`config.mk`:
```
export PLATFORM = sky130hd
export DESIGN_NAME = usb_rx_word_assembler_flat
export DESIGN_NICKNAME = d
export VERILOG_FILES = /design/src/rtl/usb_rx_word_assembler_if.sv /design/src/rtl/usb_rx_word_assembler.sv /design/src/flat_wrapper.sv
export SDC_FILE = /design/constraint.sdc
export NUM_CORES = 1
export LEC_CHECK = 0
export BUFFER_PORTS_ARGS = -buffer_cell sky130_fd_sc_hd__buf_2
export CORE_UTILIZATION = 53
export DETAILED_ROUTE_END_ITERATION = 8
export MAX_ROUTING_LAYER = met4
export PLACE_DENSITY = 0.7
export RECOVER_POWER = 50
export SYNTH_ARGS = -nofsm -noshare
export SYNTH_HDL_FRONTEND = slang
export SYNTH_SLANG_ARGS = --single-unit
```
`constraint.sdc`:
```
create_clock -name clk -period 4.4 [get_ports clk]
set_clock_uncertainty 0.1 [all_clocks]
set_input_delay 0.22 -clock clk [delete_from_list [all_inputs] [get_ports clk]]
set_output_delay 0.22 -clock clk [all_outputs]
set_load 0.005 [all_outputs]
```
`src/rtl/usb_rx_word_assembler_if.sv`:
```
// Byte-in / word-out handshake bundle for the USB RX word assembler.
// master drives received bytes and consumer ready; slave is the assembler.
interface usb_rx_word_assembler_if;
  logic        byte_valid;
  logic        new_packet;
  logic [7:0]  data_in;
  logic        output_ready;
  logic [31:0] stock_data;
  logic        data_ready;
  logic        overrun;
  logic        frame_error;

  modport master (
    output byte_valid, new_packet, data_in, output_ready,
    input  stock_data, data_ready, overrun, frame_error
  );

  modport slave (
    input  byte_valid, new_packet, data_in, output_ready,
    output stock_data, data_ready, overrun, frame_error
  );
endinterface

```
`src/rtl/usb_rx_word_assembler.sv`:
```
// Packs USB payload bytes big-endian into 32-bit words, buffers them in a
// 2-entry FIFO and flags overruns, stray bytes and mid-word idle timeouts.
module usb_rx_word_assembler #(
  parameter int unsigned TIMEOUT_CYCLES = 255
) (
  input  logic                    clk,
  input  logic                    rst,
  usb_rx_word_assembler_if.slave  bus
);

  typedef enum logic [1:0] {IDLE, B1, B2, B3} state_t;

  localparam logic [15:0] TO_LAST = 16'(TIMEOUT_CYCLES - 1);

  state_t      state_q, state_d;
  logic [23:0] hold_q, hold_d;
  logic [15:0] idle_q, idle_d;
  logic        push, fe_d, pop;
  logic [31:0] push_word;

  logic [31:0] ent0_q, ent1_q;
  logic [1:0]  cnt_q;
  logic        ovr_q, fe_q;

  // Assembler: held bytes live in hold_q, 4th byte completes straight from data_in
  always_comb begin
    state_d   = state_q;
    hold_d    = hold_q;
    idle_d    = idle_q;
    push      = 1'b0;
    fe_d      = 1'b0;
    push_word = {hold_q, bus.data_in};
    if (state_q == IDLE) begin
      idle_d = '0;
      if (bus.byte_valid) begin
        if (bus.new_packet) begin
          hold_d[23:16] = bus.data_in;
          state_d       = B1;
        end else begin
          fe_d = 1'b1;
        end
      end
    end else if (bus.byte_valid) begin
      idle_d = '0;
      if (bus.new_packet) begin
        fe_d          = 1'b1;
        hold_d[23:16] = bus.data_in;
        state_d       = B1;
      end else if (state_q == B1) begin
        hold_d[15:8] = bus.data_in;
        state_d      = B2;
      end else if (state_q == B2) begin
        hold_d[7:0] = bus.data_in;
        state_d     = B3;
      end else begin
        push    = 1'b1;
        state_d = IDLE;
      end
    end else if (idle_q == TO_LAST) begin
      fe_d    = 1'b1;
      idle_d  = '0;
      state_d = IDLE;
    end else begin
      idle_d = idle_q + 16'd1;
    end
  end

  always_ff @(posedge clk or posedge rst) begin
    if (rst) begin
      state_q <= IDLE;
      hold_q  <= '0;
      idle_q  <= '0;
      fe_q    <= 1'b0;
    end else begin
      state_q <= state_d;
      hold_q  <= hold_d;
      idle_q  <= idle_d;
      fe_q    <= fe_d;
    end
  end

  assign pop = (cnt_q != 2'd0) && bus.output_ready;

  // Two-entry FIFO, ent0 is always the head; simultaneous push+pop never overruns
  always_ff @(posedge clk or posedge rst) begin
    if (rst) begin
      ent0_q <= '0;
      ent1_q <= '0;
      cnt_q  <= '0;
      ovr_q  <= 1'b0;
    end else begin
      ovr_q <= push && (cnt_q == 2'd2) && !pop;
      case (cnt_q)
        2'd0: begin
          if (push) begin
            ent0_q <= push_word;
            cnt_q  <= 2'd1;
          end
        end
        2'd1: begin
          if (push && pop) begin
            ent0_q <= push_word;
          end else if (push) begin
            ent1_q <= push_word;
            cnt_q  <= 2'd2;
          end else if (pop) begin
            cnt_q <= 2'd0;
          end
        end
        default: begin
          if (pop) begin
            ent0_q <= ent1_q;
            if (push) ent1_q <= push_word;
            else      cnt_q  <= 2'd1;
          end
        end
      endcase
    end
  end

  assign bus.data_ready  = (cnt_q != 2'd0);
  assign bus.stock_data  = (cnt_q != 2'd0) ? ent0_q : 32'h0;
  assign bus.overrun     = ovr_q;
  assign bus.frame_error = fe_q;

endmodule

```
`src/flat_wrapper.sv`:
```
// flat-port wrapper written by rule: the top's interface ports become plain ports
module usb_rx_word_assembler_flat 
#(
  parameter int unsigned TIMEOUT_CYCLES = 255
)
  (clk, rst, bus_byte_valid, bus_new_packet, bus_data_in, bus_output_ready, bus_stock_data, bus_data_ready, bus_overrun, bus_frame_error);
  usb_rx_word_assembler_if bus_i ();
  input  logic clk;
  input  logic rst;
  input wire logic [$bits(bus_i.byte_valid)-1:0] bus_byte_valid;
  input wire logic [$bits(bus_i.new_packet)-1:0] bus_new_packet;
  input wire logic [$bits(bus_i.data_in)-1:0] bus_data_in;
  input wire logic [$bits(bus_i.output_ready)-1:0] bus_output_ready;
  output wire logic [$bits(bus_i.stock_data)-1:0] bus_stock_data;
  output wire logic [$bits(bus_i.data_ready)-1:0] bus_data_ready;
  output wire logic [$bits(bus_i.overrun)-1:0] bus_overrun;
  output wire logic [$bits(bus_i.frame_error)-1:0] bus_frame_error;
  assign bus_i.byte_valid = bus_byte_valid;
  assign bus_i.new_packet = bus_new_packet;
  assign bus_i.data_in = bus_data_in;
  assign bus_i.output_ready = bus_output_ready;
  assign bus_stock_data = bus_i.stock_data;
  assign bus_data_ready = bus_i.data_ready;
  assign bus_overrun = bus_i.overrun;
  assign bus_frame_error = bus_i.frame_error;
  usb_rx_word_assembler #(.TIMEOUT_CYCLES(TIMEOUT_CYCLES)) u_core (.clk(clk), .rst(rst), .bus(bus_i));
endmodule
```
==> impl_metrics.ini <==
[worst_setup_path]
crit_required_ns = 4.61
crit_buf_inv = 1
startpoint_type = register
worstPathCellList = or2_0 -> a22o_2 -> buf_12 -> nand2_1 -> o21ai_2
crit_family = simple AND/OR/NAND/NOR gates
slowest_delay_ns = 1.19
cp.arrival_ns = 3.31
worstSetupPathType = reg2reg
slowest_stage = or2_0
end_kind = register
path_max_fanout = 35

[layout]
nets = 480
nFillCells = 803
fin_util_pct = 60.2
area_growth_pct = 9.60
drive_above_1_share_pct = 32.3
num_antenna_cells = 0

[synthesis]
synth.distinct_cells = 39
synth_area_per_cell_um2 = 12.1
synth_nets = 438
synth_cells = 420
synth.largest_area_cell = dfrtp_1
ys_ff_latch = 110
synth_top_area_share_pct = 54.0
syn-cell-area_um2 = 5100
ys_seq_area_share_pct = 54.0
synth.area.top_cells = dfrtp_1 (54%), mux2_2 (12%), mux2i_1 (6.3%)
ys_warn_count = 0

[floorplan]
ios = 48
rows = 35
die-height_um = 100
start_util_pct = 54.9
die_w_um = 100
core_area_um2 = 9280
dieArea_um2 = 10000

[place]
hpwl_mm = 6.11
dp_slack_ns = 1.64
place_congestion = 0.818
portBuffers = 47

[grt]
grt_pass1_vias = 3031
grt_usage_pct = 20.8
antenna_found_initial = 0
grt_max_degree = 79
grt_pass1_wl_mm = 15.4
grt-ovfl-total = 0

[sta]
hold_slack_ns = 0.0244
fmax_mhz = 322
finalSetupTns_ns = 0
setup_viol = 0
min_period_over_period_pct = 70.6
drv_slew = 70
finalWorstSetupSlack_ns = 1.29
hold_violations = 0
post-route-min-period_ns = 3.11
rsz0062_at_grt = false
worst_slew_pin_slew_ns = 1.76
slew_headroom_pct = -17.7

[clock_tree]
cts_setup_buffers = 0
cts_sinks = 110
clock_latency_ns = 0.36
numCtsBuffers = 9
cts_buffer_depth = 2
cts_tree = yes
htreeDepth = 3
clk_pin_slew_worst_paths_ns = 0.10
root_buffer = clkbuf_8

[routing]
first_pass_iters = 4
ant_nets = 0
vias_per_cell = 5.21
drc = 0
vias = 3106
post_drt_wl_per_cell_um = 15.4
drtIter0Drc = 152
wirelength_mm = 9.16

[outcome]
status = finished, violations left
violations = capacitance limit, slew limit

[flow_run]
drv_cap = 2

[power_and_ir_drop]
p_total_w = 0.00298
p_leak_nw = 2.56
peakVddDrop_mv = 0.243
powerDensity_nw_per_um2 = 533

[worst_hold_path]
hp-class = in2reg
==> state kept, by name, summed over array words and instances, names as in the netlist <==
name and cells:
u_core.bus.frame_error 1, u_core.bus.overrun 1, u_core.cnt_q 2, u_core.ent0_q 32, u_core.ent1_q 32, u_core.hold_q 24
u_core.idle_q 16, u_core.state_q 2
==> worst paths after layout <==
check	from	depth (start not counted)	to	slack (ns)
min in group asynchronous	rst	3	u_core.ent1_q[24]	0.53
max	u_core.cnt_q[0]	5	u_core.ent0_q[3]	1.29
max in group asynchronous	rst	4	u_core.hold_q[7]	1.51
min	bus_new_packet	2	u_core.state_q[1]	0.02
max reg2reg	u_core.cnt_q[0]	5	u_core.ent0_q[3]	1.29
min reg2reg	u_core.ent0_q[24]	2	u_core.ent0_q[24]	0.37
==> timing repair <==
item	in CTS	in global routing
resized for setup	0	0
endpoints found under the hold margin	2	0
hold buffers	2	0
==> per-layer routing <==
layer | routed length, µm | track usage [%]
met2 | 4540 | 33.5
met4 | 148 | 6.91
met3 | 232 | 3.55
met5 | 0 | -
met1 | 4250 | 27.1
==> worst register-to-register path, cell delays in order, from the launching register on <==
cell     delay, ns
dfrtp_1       0.46
or2_0         1.19
a22o_2        0.82
buf_12        0.30
nand2_1       0.12
o21ai_2       0.06
==> cells in the mapped netlist <==
cell / n
dfrtp_1: 110
or4_4: 1
or4b_1: 1
a21oi_4: 1
o31ai_1: 1
o21ai_2: 28
o21ai_0: 1
nor2b_1: 2
o32ai_1: 1
nand3b_1: 1
clkbuf_1: 8
and2_1: 32
buf_2: 2
nand3_1: 7
or4_1: 1
or3_1: 1
xor2_1: 2
nor3b_2: 2
nor4_1: 5
a21oi_1: 2
or2_2: 1
nand2_4: 1
nand2b_1: 1
mux2i_1: 32
buf_6: 9
xnor2_1: 13
nand2_1: 42
nor3_1: 3
buf_4: 3
inv_1: 8
nor2_1: 26
a22o_1: 2
mux2_2: 55
o21ai_1: 4
nand4b_1: 1
ha_1: 5
nand4_1: 3
mux2_1: 1
a211o_1: 1
==> layout by cell type (no fill, tap or decap), types with 7 or more instances in the layout <==
cell / n
o21ai_2: 28
mux2i_1: 32
nor2_1: 26
buf_2: 44
mux2_2: 55
xnor2_1: 13
inv_1: 7
nand2_1: 43
and2_1: 32
nand3_1: 7
dfrtp_1: 109
clkbuf_8: 10
==> per-stage QoR <==
step	cell area [µm²]	instances
after floorplan	5100	420
after global placement	5380	578
after detailed placement	5380	578
after CTS	5610	596
after global routing	5590	596
final	5590	596
==> kinds of logic (layout without fill, tap and decap cells) <==
| family | count (synthesis) | count (layout) | share of synthesized area (%) |
|---|---|---|---|
| buffers and inverters | 30 | 77 | 3.80 |
| DFF | 110 | 110 | 54.0 |
| adders and majority gates | 5 | 5 | 1.23 |
| and+or+nand+nor | 131 | 131 | 13.1 |
| muxes | 88 | 88 | 18.7 |
| xor gates and xnor gates | 15 | 15 | 2.58 |
| AOI/OAI and AO/OA | 41 | 41 | 6.65 |
==> layout make-up <==
type,count,area [µm²],share of cell area [%]
clock buffers,11,141,2.53
well taps,129,161,2.89
inverters,8,32.5,0.582
multi-input cells,280,2140,38.3
clock inverters,5,66.3,1.19
flip-flops and latches,110,2750,49.3
repair buffers,53,290,5.19
==> power breakdown <==
part / internal, W / switching (W)
clock network: 0.000285 / 0.000344
logic: 0.000408 / 0.000440
registers: 0.00132 / 0.000184
Note: power is estimated with default switching activity, not from simulation.
